### src/rtl/multicycle_main_control_pkg.sv
// rtl/multicycle_main_control_pkg.sv - shared encodings for the multicycle MIPS main control
package multicycle_main_control_pkg;

  typedef enum logic [3:0] {
    FETCH    = 4'd0,
    DECODE   = 4'd1,
    MEMADR   = 4'd2,
    MEMREAD  = 4'd3,
    MEMWB    = 4'd4,
    MEMWRITE = 4'd5,
    EXECUTE  = 4'd6,
    ALUWB    = 4'd7,
    BRANCH   = 4'd8,
    ADDIEXEC = 4'd9,
    ADDIWB   = 4'd10,
    JUMP     = 4'd11,
    TRAP     = 4'd12
  } state_t;

  localparam logic [5:0] OP_RTYPE = 6'b000000;
  localparam logic [5:0] OP_LW    = 6'b100011;
  localparam logic [5:0] OP_SW    = 6'b101011;
  localparam logic [5:0] OP_BEQ   = 6'b000100;
  localparam logic [5:0] OP_ADDI  = 6'b001000;
  localparam logic [5:0] OP_J     = 6'b000010;

  localparam logic [1:0] ALUOP_ADD   = 2'b00;
  localparam logic [1:0] ALUOP_SUB   = 2'b01;
  localparam logic [1:0] ALUOP_FUNCT = 2'b10;

  localparam logic [1:0] SRCB_REGB    = 2'b00;
  localparam logic [1:0] SRCB_FOUR    = 2'b01;
  localparam logic [1:0] SRCB_IMM     = 2'b10;
  localparam logic [1:0] SRCB_IMM_SH2 = 2'b11;

  localparam logic [1:0] PCSRC_ALU    = 2'b00;
  localparam logic [1:0] PCSRC_ALUOUT = 2'b01;
  localparam logic [1:0] PCSRC_JUMP   = 2'b10;

  // Bundle of every control output, so a whole cycle's decode can be cleared in one go
  typedef struct packed {
    logic       pc_write;
    logic       pc_write_cond;
    logic       iord;
    logic       mem_read;
    logic       mem_write;
    logic       ir_write;
    logic       mem_to_reg;
    logic       reg_dst;
    logic       reg_write;
    logic       alu_src_a;
    logic [1:0] alu_src_b;
    logic [1:0] alu_op;
    logic [1:0] pc_source;
    logic       instr_done;
    logic       illegal_op;
  } ctrl_t;

endpackage

### src/rtl/multicycle_main_control_if.sv
// rtl/multicycle_main_control_if.sv - control bus between main control FSM and datapath
interface multicycle_main_control_if;

  logic [5:0] opcode;
  logic       memReady;
  logic       PCWrite;
  logic       PCWriteCond;
  logic       IorD;
  logic       MemRead;
  logic       MemWrite;
  logic       IRWrite;
  logic       MemtoReg;
  logic       RegDst;
  logic       RegWrite;
  logic       ALUSrcA;
  logic [1:0] ALUSrcB;
  logic [1:0] ALUOp;
  logic [1:0] PCSource;
  logic       instrDone;
  logic       illegalOp;
  logic [3:0] state;

  modport master (
    input  opcode, memReady,
    output PCWrite, PCWriteCond, IorD, MemRead, MemWrite, IRWrite, MemtoReg,
           RegDst, RegWrite, ALUSrcA, ALUSrcB, ALUOp, PCSource, instrDone,
           illegalOp, state
  );

  modport slave (
    output opcode, memReady,
    input  PCWrite, PCWriteCond, IorD, MemRead, MemWrite, IRWrite, MemtoReg,
           RegDst, RegWrite, ALUSrcA, ALUSrcB, ALUOp, PCSource, instrDone,
           illegalOp, state
  );

endinterface

### src/rtl/multicycle_main_control.sv
// rtl/multicycle_main_control.sv - Moore FSM sequencing the shared multicycle MIPS datapath
module multicycle_main_control
  import multicycle_main_control_pkg::*;
#(
  parameter bit ILLEGAL_TRAP = 1'b0
) (
  input logic                         clk,
  input logic                         reset,
  multicycle_main_control_if.master   bus
);

  state_t state_q;
  state_t state_d;
  ctrl_t  ctrl;

  // State register; reset lands in FETCH so fetching starts the cycle after release
  always_ff @(posedge clk) begin
    if (reset) state_q <= FETCH;
    else       state_q <= state_d;
  end

  // Next-state and per-state control decode; memReady only gates the memory-wait states
  always_comb begin
    state_d = FETCH;
    ctrl    = '0;
    case (state_q)
      FETCH: begin
        ctrl.mem_read  = 1'b1;
        ctrl.alu_src_b = SRCB_FOUR;
        ctrl.ir_write  = bus.memReady;
        ctrl.pc_write  = bus.memReady;
        state_d        = bus.memReady ? DECODE : FETCH;
      end
      DECODE: begin
        ctrl.alu_src_b = SRCB_IMM_SH2;
        case (bus.opcode)
          OP_RTYPE:     state_d = EXECUTE;
          OP_LW, OP_SW: state_d = MEMADR;
          OP_BEQ:       state_d = BRANCH;
          OP_ADDI:      state_d = ADDIEXEC;
          OP_J:         state_d = JUMP;
          default: begin
            ctrl.illegal_op = 1'b1;
            if (ILLEGAL_TRAP) begin
              state_d = TRAP;
            end else begin
              state_d         = FETCH;
              ctrl.instr_done = 1'b1;
            end
          end
        endcase
      end
      MEMADR: begin
        ctrl.alu_src_a = 1'b1;
        ctrl.alu_src_b = SRCB_IMM;
        state_d        = (bus.opcode == OP_LW) ? MEMREAD : MEMWRITE;
      end
      MEMREAD: begin
        ctrl.iord     = 1'b1;
        ctrl.mem_read = 1'b1;
        state_d       = bus.memReady ? MEMWB : MEMREAD;
      end
      MEMWB: begin
        ctrl.mem_to_reg = 1'b1;
        ctrl.reg_write  = 1'b1;
        ctrl.instr_done = 1'b1;
      end
      MEMWRITE: begin
        ctrl.iord       = 1'b1;
        ctrl.mem_write  = 1'b1;
        ctrl.instr_done = bus.memReady;
        state_d         = bus.memReady ? FETCH : MEMWRITE;
      end
      EXECUTE: begin
        ctrl.alu_src_a = 1'b1;
        ctrl.alu_src_b = SRCB_REGB;
        ctrl.alu_op    = ALUOP_FUNCT;
        state_d        = ALUWB;
      end
      ALUWB: begin
        ctrl.reg_dst    = 1'b1;
        ctrl.reg_write  = 1'b1;
        ctrl.instr_done = 1'b1;
      end
      BRANCH: begin
        ctrl.alu_src_a     = 1'b1;
        ctrl.alu_op        = ALUOP_SUB;
        ctrl.pc_source     = PCSRC_ALUOUT;
        ctrl.pc_write_cond = 1'b1;
        ctrl.instr_done    = 1'b1;
      end
      ADDIEXEC: begin
        ctrl.alu_src_a = 1'b1;
        ctrl.alu_src_b = SRCB_IMM;
        state_d        = ADDIWB;
      end
      ADDIWB: begin
        ctrl.reg_write  = 1'b1;
        ctrl.instr_done = 1'b1;
      end
      JUMP: begin
        ctrl.pc_source  = PCSRC_JUMP;
        ctrl.pc_write   = 1'b1;
        ctrl.instr_done = 1'b1;
      end
      TRAP: state_d = TRAP;
      default: state_d = FETCH;
    endcase
    // Reset kills every strobe in the same cycle so an interrupted instruction never writes
    if (reset) ctrl = '0;
  end

  assign bus.PCWrite     = ctrl.pc_write;
  assign bus.PCWriteCond = ctrl.pc_write_cond;
  assign bus.IorD        = ctrl.iord;
  assign bus.MemRead     = ctrl.mem_read;
  assign bus.MemWrite    = ctrl.mem_write;
  assign bus.IRWrite     = ctrl.ir_write;
  assign bus.MemtoReg    = ctrl.mem_to_reg;
  assign bus.RegDst      = ctrl.reg_dst;
  assign bus.RegWrite    = ctrl.reg_write;
  assign bus.ALUSrcA     = ctrl.alu_src_a;
  assign bus.ALUSrcB     = ctrl.alu_src_b;
  assign bus.ALUOp       = ctrl.alu_op;
  assign bus.PCSource    = ctrl.pc_source;
  assign bus.instrDone   = ctrl.instr_done;
  assign bus.illegalOp   = ctrl.illegal_op;
  assign bus.state       = state_q;

endmodule

### src/flat_wrapper.sv
// flat-port wrapper written by rule: the top's interface ports become plain ports
module multicycle_main_control_flat import multicycle_main_control_pkg::*;
#(
  parameter bit ILLEGAL_TRAP = 1'b0
)
  (clk, reset, bus_opcode, bus_memReady, bus_PCWrite, bus_PCWriteCond, bus_IorD, bus_MemRead, bus_MemWrite, bus_IRWrite, bus_MemtoReg, bus_RegDst, bus_RegWrite, bus_ALUSrcA, bus_ALUSrcB, bus_ALUOp, bus_PCSource, bus_instrDone, bus_illegalOp, bus_state);
  multicycle_main_control_if bus_i ();
  input logic clk;
  input logic reset;
  input wire logic [$bits(bus_i.opcode)-1:0] bus_opcode;
  input wire logic [$bits(bus_i.memReady)-1:0] bus_memReady;
  output wire logic [$bits(bus_i.PCWrite)-1:0] bus_PCWrite;
  output wire logic [$bits(bus_i.PCWriteCond)-1:0] bus_PCWriteCond;
  output wire logic [$bits(bus_i.IorD)-1:0] bus_IorD;
  output wire logic [$bits(bus_i.MemRead)-1:0] bus_MemRead;
  output wire logic [$bits(bus_i.MemWrite)-1:0] bus_MemWrite;
  output wire logic [$bits(bus_i.IRWrite)-1:0] bus_IRWrite;
  output wire logic [$bits(bus_i.MemtoReg)-1:0] bus_MemtoReg;
  output wire logic [$bits(bus_i.RegDst)-1:0] bus_RegDst;
  output wire logic [$bits(bus_i.RegWrite)-1:0] bus_RegWrite;
  output wire logic [$bits(bus_i.ALUSrcA)-1:0] bus_ALUSrcA;
  output wire logic [$bits(bus_i.ALUSrcB)-1:0] bus_ALUSrcB;
  output wire logic [$bits(bus_i.ALUOp)-1:0] bus_ALUOp;
  output wire logic [$bits(bus_i.PCSource)-1:0] bus_PCSource;
  output wire logic [$bits(bus_i.instrDone)-1:0] bus_instrDone;
  output wire logic [$bits(bus_i.illegalOp)-1:0] bus_illegalOp;
  output wire logic [$bits(bus_i.state)-1:0] bus_state;
  assign bus_i.opcode = bus_opcode;
  assign bus_i.memReady = bus_memReady;
  assign bus_PCWrite = bus_i.PCWrite;
  assign bus_PCWriteCond = bus_i.PCWriteCond;
  assign bus_IorD = bus_i.IorD;
  assign bus_MemRead = bus_i.MemRead;
  assign bus_MemWrite = bus_i.MemWrite;
  assign bus_IRWrite = bus_i.IRWrite;
  assign bus_MemtoReg = bus_i.MemtoReg;
  assign bus_RegDst = bus_i.RegDst;
  assign bus_RegWrite = bus_i.RegWrite;
  assign bus_ALUSrcA = bus_i.ALUSrcA;
  assign bus_ALUSrcB = bus_i.ALUSrcB;
  assign bus_ALUOp = bus_i.ALUOp;
  assign bus_PCSource = bus_i.PCSource;
  assign bus_instrDone = bus_i.instrDone;
  assign bus_illegalOp = bus_i.illegalOp;
  assign bus_state = bus_i.state;
  multicycle_main_control #(.ILLEGAL_TRAP(ILLEGAL_TRAP)) u_core (.clk(clk), .reset(reset), .bus(bus_i));
endmodule
### config.mk
export PLATFORM = sky130hd
export DESIGN_NAME = multicycle_main_control_flat
export DESIGN_NICKNAME = d
export VERILOG_FILES = /design/src/rtl/multicycle_main_control_pkg.sv /design/src/rtl/multicycle_main_control_if.sv /design/src/rtl/multicycle_main_control.sv /design/src/flat_wrapper.sv
export SDC_FILE = /design/constraint.sdc
export NUM_CORES = 1
export LEC_CHECK = 0
export CAP_MARGIN = 5
export CORE_ASPECT_RATIO = 0.7
export CORE_UTILIZATION = 30
export DETAILED_ROUTE_END_ITERATION = 12
export MAX_ROUTING_LAYER = met4
export PLACE_DENSITY_LB_ADDON = 0.08
export SLEW_MARGIN = 20
export SYNTH_ARGS = -nofsm -noshare
export SYNTH_HDL_FRONTEND = slang
export SYNTH_SLANG_ARGS = --single-unit
### constraint.sdc
create_clock -name clk -period 1.82 [get_ports clk]
set_input_delay 0.364 -clock clk [delete_from_list [all_inputs] [get_ports clk]]
set_output_delay 0.364 -clock clk [all_outputs]
set_load 0.01 [all_outputs]
==> impl_summary.log, run 1 <==
INFO  metric outcome = complete, but fails checks
INFO  metric failed_checks = DRC
INFO  metric power_density_cells = 269.6 nW/µm²
INFO  metric setup.worst_path.end_class = output pin
INFO  metric critical_path.slowest_cell = sky130_fd_sc_hd__dfxtp_4
INFO  metric grt_start_max_net_pins = 10
INFO  metric drv_slew = 0
INFO  metric antenna_found_initial = 0
INFO  metric gp_routability_congestion = 0.8419
INFO  metric initial_core_utilization = 32.97%
INFO  metric diodes = 0
INFO  metric critical_path.cell_chain = buf_6 -> buf_6 -> nor2b_4 -> o21ai_2 -> nand2_1 -> a21oi_2 -> buf_2
INFO  metric ys.warnings.count = 0
INFO  metric syn_inst = 97
INFO  metric viasPerCell = 5.324
INFO  metric critical-path-max-stage-delay = 0.35 ns
INFO  metric postLayoutCellArea = 1276 µm²
INFO  metric post-route-min-period = 1.797 ns
INFO  metric detailed_place_hpwl = 1781 µm
INFO  metric skew = 0.006188 ns
INFO  metric rsz0062_at_grt = true
INFO  metric critPathLaunchType = register
INFO  metric rows = 13
INFO  metric postSynth.asyncResetShare = 0%
INFO  metric worstMarginPinSlew = 0.2925 ns
INFO  metric synth_cell_types = 35
INFO  metric worst_slew_margin_rel = 80.22%
INFO  metric routedWlPerCell = 14.38 µm
INFO  metric largest_register_ff_count = 4
INFO  metric yosysMostFrequentCell = sky130_fd_sc_hd__nor2_1
INFO  metric static-leakage-power = 0.5805 nW
INFO  metric port_buffers = 30
INFO  metric worst_skew_pair.late_latency = 0.23 ns
INFO  metric min_delay_worst_endpoint = u_core.bus.state[3]$_SDFF_PP0_
INFO  metric hold_path_startpoint = u_core.bus.state[1]$_SDFF_PP0_
INFO  metric critical_path.top_delay_family = buffers and inverters
INFO  metric synth_top_cells_by_area = sky130_fd_sc_hd__dfxtp_1 13%, sky130_fd_sc_hd__nor2_1 7.1%, sky130_fd_sc_hd__a21oi_1 6.3%
INFO  metric post_synth.cell_area_avg = 6.578 µm²
INFO  metric yosys.area.top_type_share = 12.55%
INFO  metric synth_edf_count = 0
INFO  metric tritoncts = built
INFO  metric grtUsageTotal = 24.39%
INFO  metric syn-cell-area = 638.1 µm²
INFO  metric synth_nets = 106
INFO  metric cts-root-buf = sky130_fd_sc_hd__clkbuf_4
INFO  metric vias = 969
INFO  metric endpoint_of_the_worst_slack_reg_to_reg_timing_path = u_core.bus.state[2]$_SDFF_PP0_
INFO  metric wl = 2618 µm
INFO  metric die_y = 40.59 µm
INFO  metric drt_drc_violations_left = 4
INFO  metric timing.rr.start = u_core.bus.state[1]$_SDFF_PP0_
INFO  metric crit_fanout = 8
INFO  metric synth.top_cells.by_count = 12 x sky130_fd_sc_hd__nor2_1, 8 x sky130_fd_sc_hd__a21oi_1, 7 x sky130_fd_sc_hd__nor3_1
INFO  metric vdd.ir_drop.worst = 0.1304 mV
INFO  metric critical_path_cell_count = 7
INFO  metric number_of_buffers_created_by_cts = 3
INFO  metric fp.coreArea = 1936 µm²
INFO  metric gr-total-overflow = 0
INFO  metric htree_levels = 1
INFO  metric grt_first_pass_wirelength = 4057 µm
INFO  metric holdCritPathClass = reg2reg
INFO  metric ys_seq_elements = 4
INFO  metric post-synth-top-area-cell = sky130_fd_sc_hd__dfxtp_1
INFO  metric hold_depth = 2
INFO  metric post_route_cells_drive_above_1_share = 54.37%
INFO  metric vias_in_the_first_global_route = 879
INFO  metric die_w = 57.13 µm
INFO  metric placement.cell_area = 1131 µm²
INFO  metric drt-initial-drc-count = 30
INFO  metric path_clk_slew = 0.04 ns
INFO  metric reg2reg_slack = 0.35 ns
INFO  metric yosysSeqAreaShare = 12.55%
INFO  metric drtAntennaViolNets = 0
INFO  metric power = 344.1 µW
INFO  metric finalCritPeriodShare = 98.75%
INFO  metric critical_path_class = reg2out
INFO  metric setup-violations-final = 0
INFO  metric top_level_ports = 31
INFO  metric cts_num_sinks = 4
INFO  metric worst_ep_arrival_time = 1.43 ns
INFO  metric cts_buffer_depth = 2
INFO  metric timing.critical_path.buf_inv = 3
INFO  metric syn_to_final_growth = 100.0%
INFO  metric drt-pass1-iter-count = 8
INFO  metric max_cap_viol_count = 0
INFO  metric ys_dominant_reg_cell = sky130_fd_sc_hd__dfxtp_1
INFO  metric timing.critical_path.required = 1.46 ns
INFO  metric finalHoldViolCount = 0
INFO  metric timing.critical_path.mode_cell = sky130_fd_sc_hd__buf_6
INFO  metric r2r.worst_path.cells = 6
INFO  metric cts_hold_buffers = 0
INFO  metric final_nets = 171
INFO  metric maxClockFrequency = 0.5564 GHz
INFO  metric dieArea = 2318 µm²
-- kinds of logic (layout without fill, tap and decap cells) --
logic type	Yosys count	after routing	synth area share [%]
flops	4	4	12.55
simple gates	51	51	44.51
compound gates	26	26	27.06
mux	1	1	1.765
buf+inv	12	75	10.00
xor+xnor	3	3	4.118
-- layout by cell type (no fill, tap or decap), drive strengths merged, types with 3 or more instances in the layout --
| cell | Yosys | final |
|---|---|---|
| nor3 | 7 | 7 |
| nor2 | 12 | 12 |
| buf | 9 | 50 |
| nand2b | 3 | 3 |
| clkbuf | 2 | 9 |
| dfxtp | 4 | 4 |
| nor4b | 3 | 3 |
| a21oi | 8 | 8 |
| nor2b | 5 | 5 |
| dlygate4sd2 | 0 | 8 |
| nand2 | 5 | 5 |
| xnor2 | 3 | 3 |
| o21ai | 6 | 6 |
| or2 | 3 | 3 |
| clkdlybuf4s50 | 0 | 4 |
-- power by group --
part | internal, mW | switching (mW)
Clock | 0.0736 | 0.0348
Sequential | 0.0863 | 0.00238
Combinational | 0.0812 | 0.0659
-- through the flow --
stage	setup slack (ns)	util (%)	instances	setup TNS [ns]	hold WS, ns
after floorplan	0.1667	-	97	0	0.5692
after global placement	-0.6734	58.44	168	-8.304	0.6557
after detailed placement	-0.7193	58.44	168	-8.453	0.6655
after CTS	-0.09120	63.15	180	-0.1390	0.5997
after global routing	-0.04319	65.93	182	-0.1130	0.6239
final	0.02269	65.93	182	0	0.5961
-- worst min-delay path, delay by kind of cell (launching register included) --
family | cells | cell delay, ns
compound gates | 1 | 0.08
flops | 1 | 0.36
simple gates | 1 | 0.12
-- timing repair --
action	CTS	global route
setup buffers	9	2
gates cloned	0	0
resized for setup	71	34
pin swaps	6	11
setup endpoints to repair	18	12
-- final cells by class --
cell class	count	area [µm²]
Fill cell	182	659.4
Multi-Input combinational cell	81	571.8
Timing Repair Buffer	71	558.0
Sequential cell	4	92.59
Tap cell	22	27.53
Clock buffer	3	22.52
Inverter	1	3.754
-- how the worst max path moves through the flow --
stage / startpoint / end / slack (ns)
6_report: u_core.bus.state[1]$_SDFF_PP0_ / bus_instrDone / 0.02
5_1_grt: u_core.bus.state[1]$_SDFF_PP0_ / bus_instrDone / -0.04
4_1_cts: u_core.bus.state[3]$_SDFF_PP0_ / bus_PCWrite / -0.09
3_5_place_dp: bus_opcode[3] / bus_instrDone / -0.72
3_3_place_gp: bus_opcode[3] / bus_instrDone / -0.67
2_1_floorplan: u_core.bus.state[3]$_SDFF_PP0_ / bus_RegWrite / 0.17
-- routing by layer --
layer	track usage, %	up-vias	wire [µm]
li1	-	476	-
met1	31.49	455	1266
met2	41.47	36	1208
met3	2.258	2	127
met4	7.317	0	16
met5	-	-	0
Note: power is estimated with default switching activity, not from simulation.
==> run 2, diff against run 1 <==
--- a/config.mk
+++ b/config.mk
@@ -7,6 +7,7 @@
 export LEC_CHECK = 0
 export CAP_MARGIN = 5
 export CORE_ASPECT_RATIO = 0.7
+export CORE_MARGIN = 4
 export CORE_UTILIZATION = 30
 export DETAILED_ROUTE_END_ITERATION = 12
 export MAX_ROUTING_LAYER = met4
==> run 2 against run 1 <==
The run now ends clean; utilization fell by 5.8 points; first-iteration DRC count rose by 73%; combinational power fell by 4%; cell count fell by 5.5%; global-route usage fell by 6.6 points; routed wire length fell by 4.3%; die area rose by 27%; sequential power barely moved; critical path depth fell by 1; via count fell by 6.5%; hold slack got worse by 0.030 ns; count of clock-buffer cells in the layout did not move; critical endpoint unchanged.
==> impl_summary.log, run 2 (synthesized netlist as in run 1, its figures left out) <==
INFO  metric outcome = finished clean
INFO  metric post_route_cells_drive_above_1_share = 50.00%
INFO  metric wl = 2505 µm
INFO  metric r2r.worst_path.cells = 5
INFO  metric drt-pass1-iter-count = 4
INFO  metric viasPerCell = 5.267
INFO  metric holdCritPathClass = in2reg
INFO  metric cts_num_sinks = 4
INFO  metric setup-tns-final = 0 ns
INFO  metric drtAntennaViolNets = 0
INFO  metric port_buffers = 30
INFO  metric dieArea = 2941 µm²
INFO  metric fp.coreArea = 1936 µm²
INFO  metric initial_core_utilization = 32.97%
INFO  metric setup.worst_path.end_class = output pin
INFO  metric detailed_place_hpwl = 1885 µm
INFO  metric setup-violations-final = 0
INFO  metric drt-initial-drc-count = 52
INFO  metric grt_start_max_net_pins = 17
INFO  metric power.combinational.fraction = 41.2%
INFO  metric top_level_ports = 31
INFO  metric worst_skew_pair.late_latency = 0.24 ns
INFO  metric cts-root-buf = sky130_fd_sc_hd__clkbuf_4
INFO  metric worst_slew_margin_rel = 77.78%
INFO  metric finalCritPeriodShare = 99.95%
INFO  metric finalHoldViolCount = 0
INFO  metric layout.cells.most_common = sky130_fd_sc_hd__buf_4
INFO  metric syn_to_final_growth = 82.35%
INFO  metric most-common-layout-cells = 30 x sky130_fd_sc_hd__buf_4, 11 x sky130_fd_sc_hd__buf_2, 9 x sky130_fd_sc_hd__nor2_1, 9 x sky130_fd_sc_hd__dlygate4sd2_1, 7 x sky130_fd_sc_hd__a21oi_1
INFO  metric crit_path_setup_slack_layout = 0.0009980 ns
INFO  metric drv_slew = 0
INFO  metric vias = 906
INFO  metric max_cap_viol_count = 0
INFO  metric vdd.ir_drop.worst = 0.1489 mV
INFO  metric diodes = 0
INFO  metric die_y = 46.59 µm
INFO  metric largest_register_ff_count = 4
INFO  metric crit_start = bus_opcode[0]
INFO  metric endpoint_of_the_worst_slack_reg_to_reg_timing_path = u_core.bus.state[2]$_SDFF_PP0_
INFO  metric post-route-min-period = 1.819 ns
INFO  metric grt_first_pass_wirelength = 3933 µm
INFO  metric die_w = 63.13 µm
INFO  metric power_density_cells = 293.7 nW/µm²
INFO  metric routedWlPerCell = 14.56 µm
INFO  metric swShare = 30.53%
INFO  metric rsz0062_at_grt = true
INFO  metric crit_fanout = 2
INFO  metric place.detailed.instances = 164
INFO  metric gr-total-overflow = 0
INFO  metric reg2reg_slack = 0.36 ns
INFO  metric intPower = 237.4 µW
INFO  metric path_clk_slew = 0.04 ns
INFO  metric skew = 0.001894 ns
INFO  metric worstMarginPinSlew = 0.3287 ns
INFO  metric htree_levels = 1
INFO  metric rows = 13
INFO  metric clock_power_share = 32.8%
INFO  metric hold_depth = 5
INFO  metric cts_buffer_depth = 2
INFO  metric critical_path_class = in2out
INFO  metric drt_drc_violations_left = 0
INFO  metric critical_path.endpoint = bus_instrDone
INFO  metric timing.rr.start = u_core.bus.state[2]$_SDFF_PP0_
INFO  metric dp_worst_setup_slack = -0.7156 ns
INFO  metric critPathLaunchType = input port
INFO  metric grtUsageTotal = 17.79%
INFO  metric finalNonFillerCells = 172
INFO  metric worst_ep_arrival_time = 1.46 ns
INFO  metric gp_routability_congestion = 0.8535
INFO  metric static-leakage-power = 0.5334 nW
INFO  metric final_nets = 161
INFO  metric power_switching = 104.3 µW
INFO  metric power = 341.8 µW
INFO  metric vias_in_the_first_global_route = 805
INFO  metric number_of_buffers_created_by_cts = 3
INFO  metric maxClockFrequency = 0.5498 GHz
INFO  metric power.sequential.fraction = 26.0%
INFO  metric tritoncts = built
INFO  metric antenna_found_initial = 0
INFO  metric timing.critical_path.required = 1.46 ns
==> run 2: changes by cell type in the layout (fill, tap and decap cells not counted), sizes merged <==
cell and change:
clkbuf -4, dlygate4sd2 +1, buf -6, dlymetal6s2s -1
==> run 2: layer usage <==
layer	vias to the layer above	wire (µm)	track usage (%)
met5	-	0	-
met4	0	15	5.263
met3	2	131	1.463
met2	28	1088	25.79
met1	417	1269	25.96
li1	459	-	-
==> run 2: layout make-up <==
| cell class | instances | area [µm²] |
|---|---|---|
| Tap cell | 22 | 27.53 |
| Timing Repair Buffer | 61 | 466.7 |
| Multi-Input combinational cell | 81 | 554.3 |
| Sequential cell | 4 | 88.84 |
| Inverter | 1 | 3.754 |
| Clock buffer | 3 | 22.52 |
| Fill cell | 200 | 772.0 |
==> run 2: worst max-delay path, stage by stage <==
cell	delay [ns]
sky130_fd_sc_hd__buf_8	0.09
sky130_fd_sc_hd__or3_1	0.38
sky130_fd_sc_hd__a211oi_2	0.27
sky130_fd_sc_hd__a211o_2	0.17
sky130_fd_sc_hd__a21oi_2	0.05
sky130_fd_sc_hd__buf_2	0.13
==> run 2: power groups by stage <==
stage / clock (mW) / combinational (mW) / sequential, mW
after floorplan: 0 / 0.0550 / 0.0940
after global placement: 0 / 0.135 / 0.0929
after detailed placement: 0 / 0.137 / 0.0930
after CTS: 0.111 / 0.127 / 0.0903
after global routing: 0.119 / 0.153 / 0.0892
final: 0.112 / 0.141 / 0.0889
==> run 2: how the worst min path moves through the flow <==
stage / from / endpoint / slack, ns
2_1_floorplan: reset / u_core.bus.state[1]$_SDFF_PP0_ / 0.57
3_3_place_gp: u_core.bus.state[0]$_SDFF_PP0_ / u_core.bus.state[3]$_SDFF_PP0_ / 0.63
3_5_place_dp: u_core.bus.state[0]$_SDFF_PP0_ / u_core.bus.state[3]$_SDFF_PP0_ / 0.64
4_1_cts: bus_opcode[3] / u_core.bus.state[1]$_SDFF_PP0_ / 0.61
5_1_grt: bus_opcode[3] / u_core.bus.state[1]$_SDFF_PP0_ / 0.62
6_report: bus_opcode[3] / u_core.bus.state[1]$_SDFF_PP0_ / 0.57
==> run 2: timing repair <==
| item | in CTS | in global routing |
|---|---|---|
| setup buffers | 3 | 2 |
| gates resized for setup | 77 | 23 |
| pin swaps | 5 | 6 |
| endpoints found under the setup margin | 18 | 12 |
| hold buffers | 0 | 0 |
==> run 2: per-stage QoR <==
| step | hold WS (ns) | instance area (µm²) | utilization (%) |
|---|---|---|---|
| after floorplan | 0.5692 | 638.1 | - |
| after global placement | 0.6270 | 1101 | 56.88 |
| after detailed placement | 0.6378 | 1101 | 56.88 |
| after CTS | 0.6060 | 1107 | 57.21 |
| after global routing | 0.6224 | 1164 | 60.12 |
| final | 0.5661 | 1164 | 60.12 |
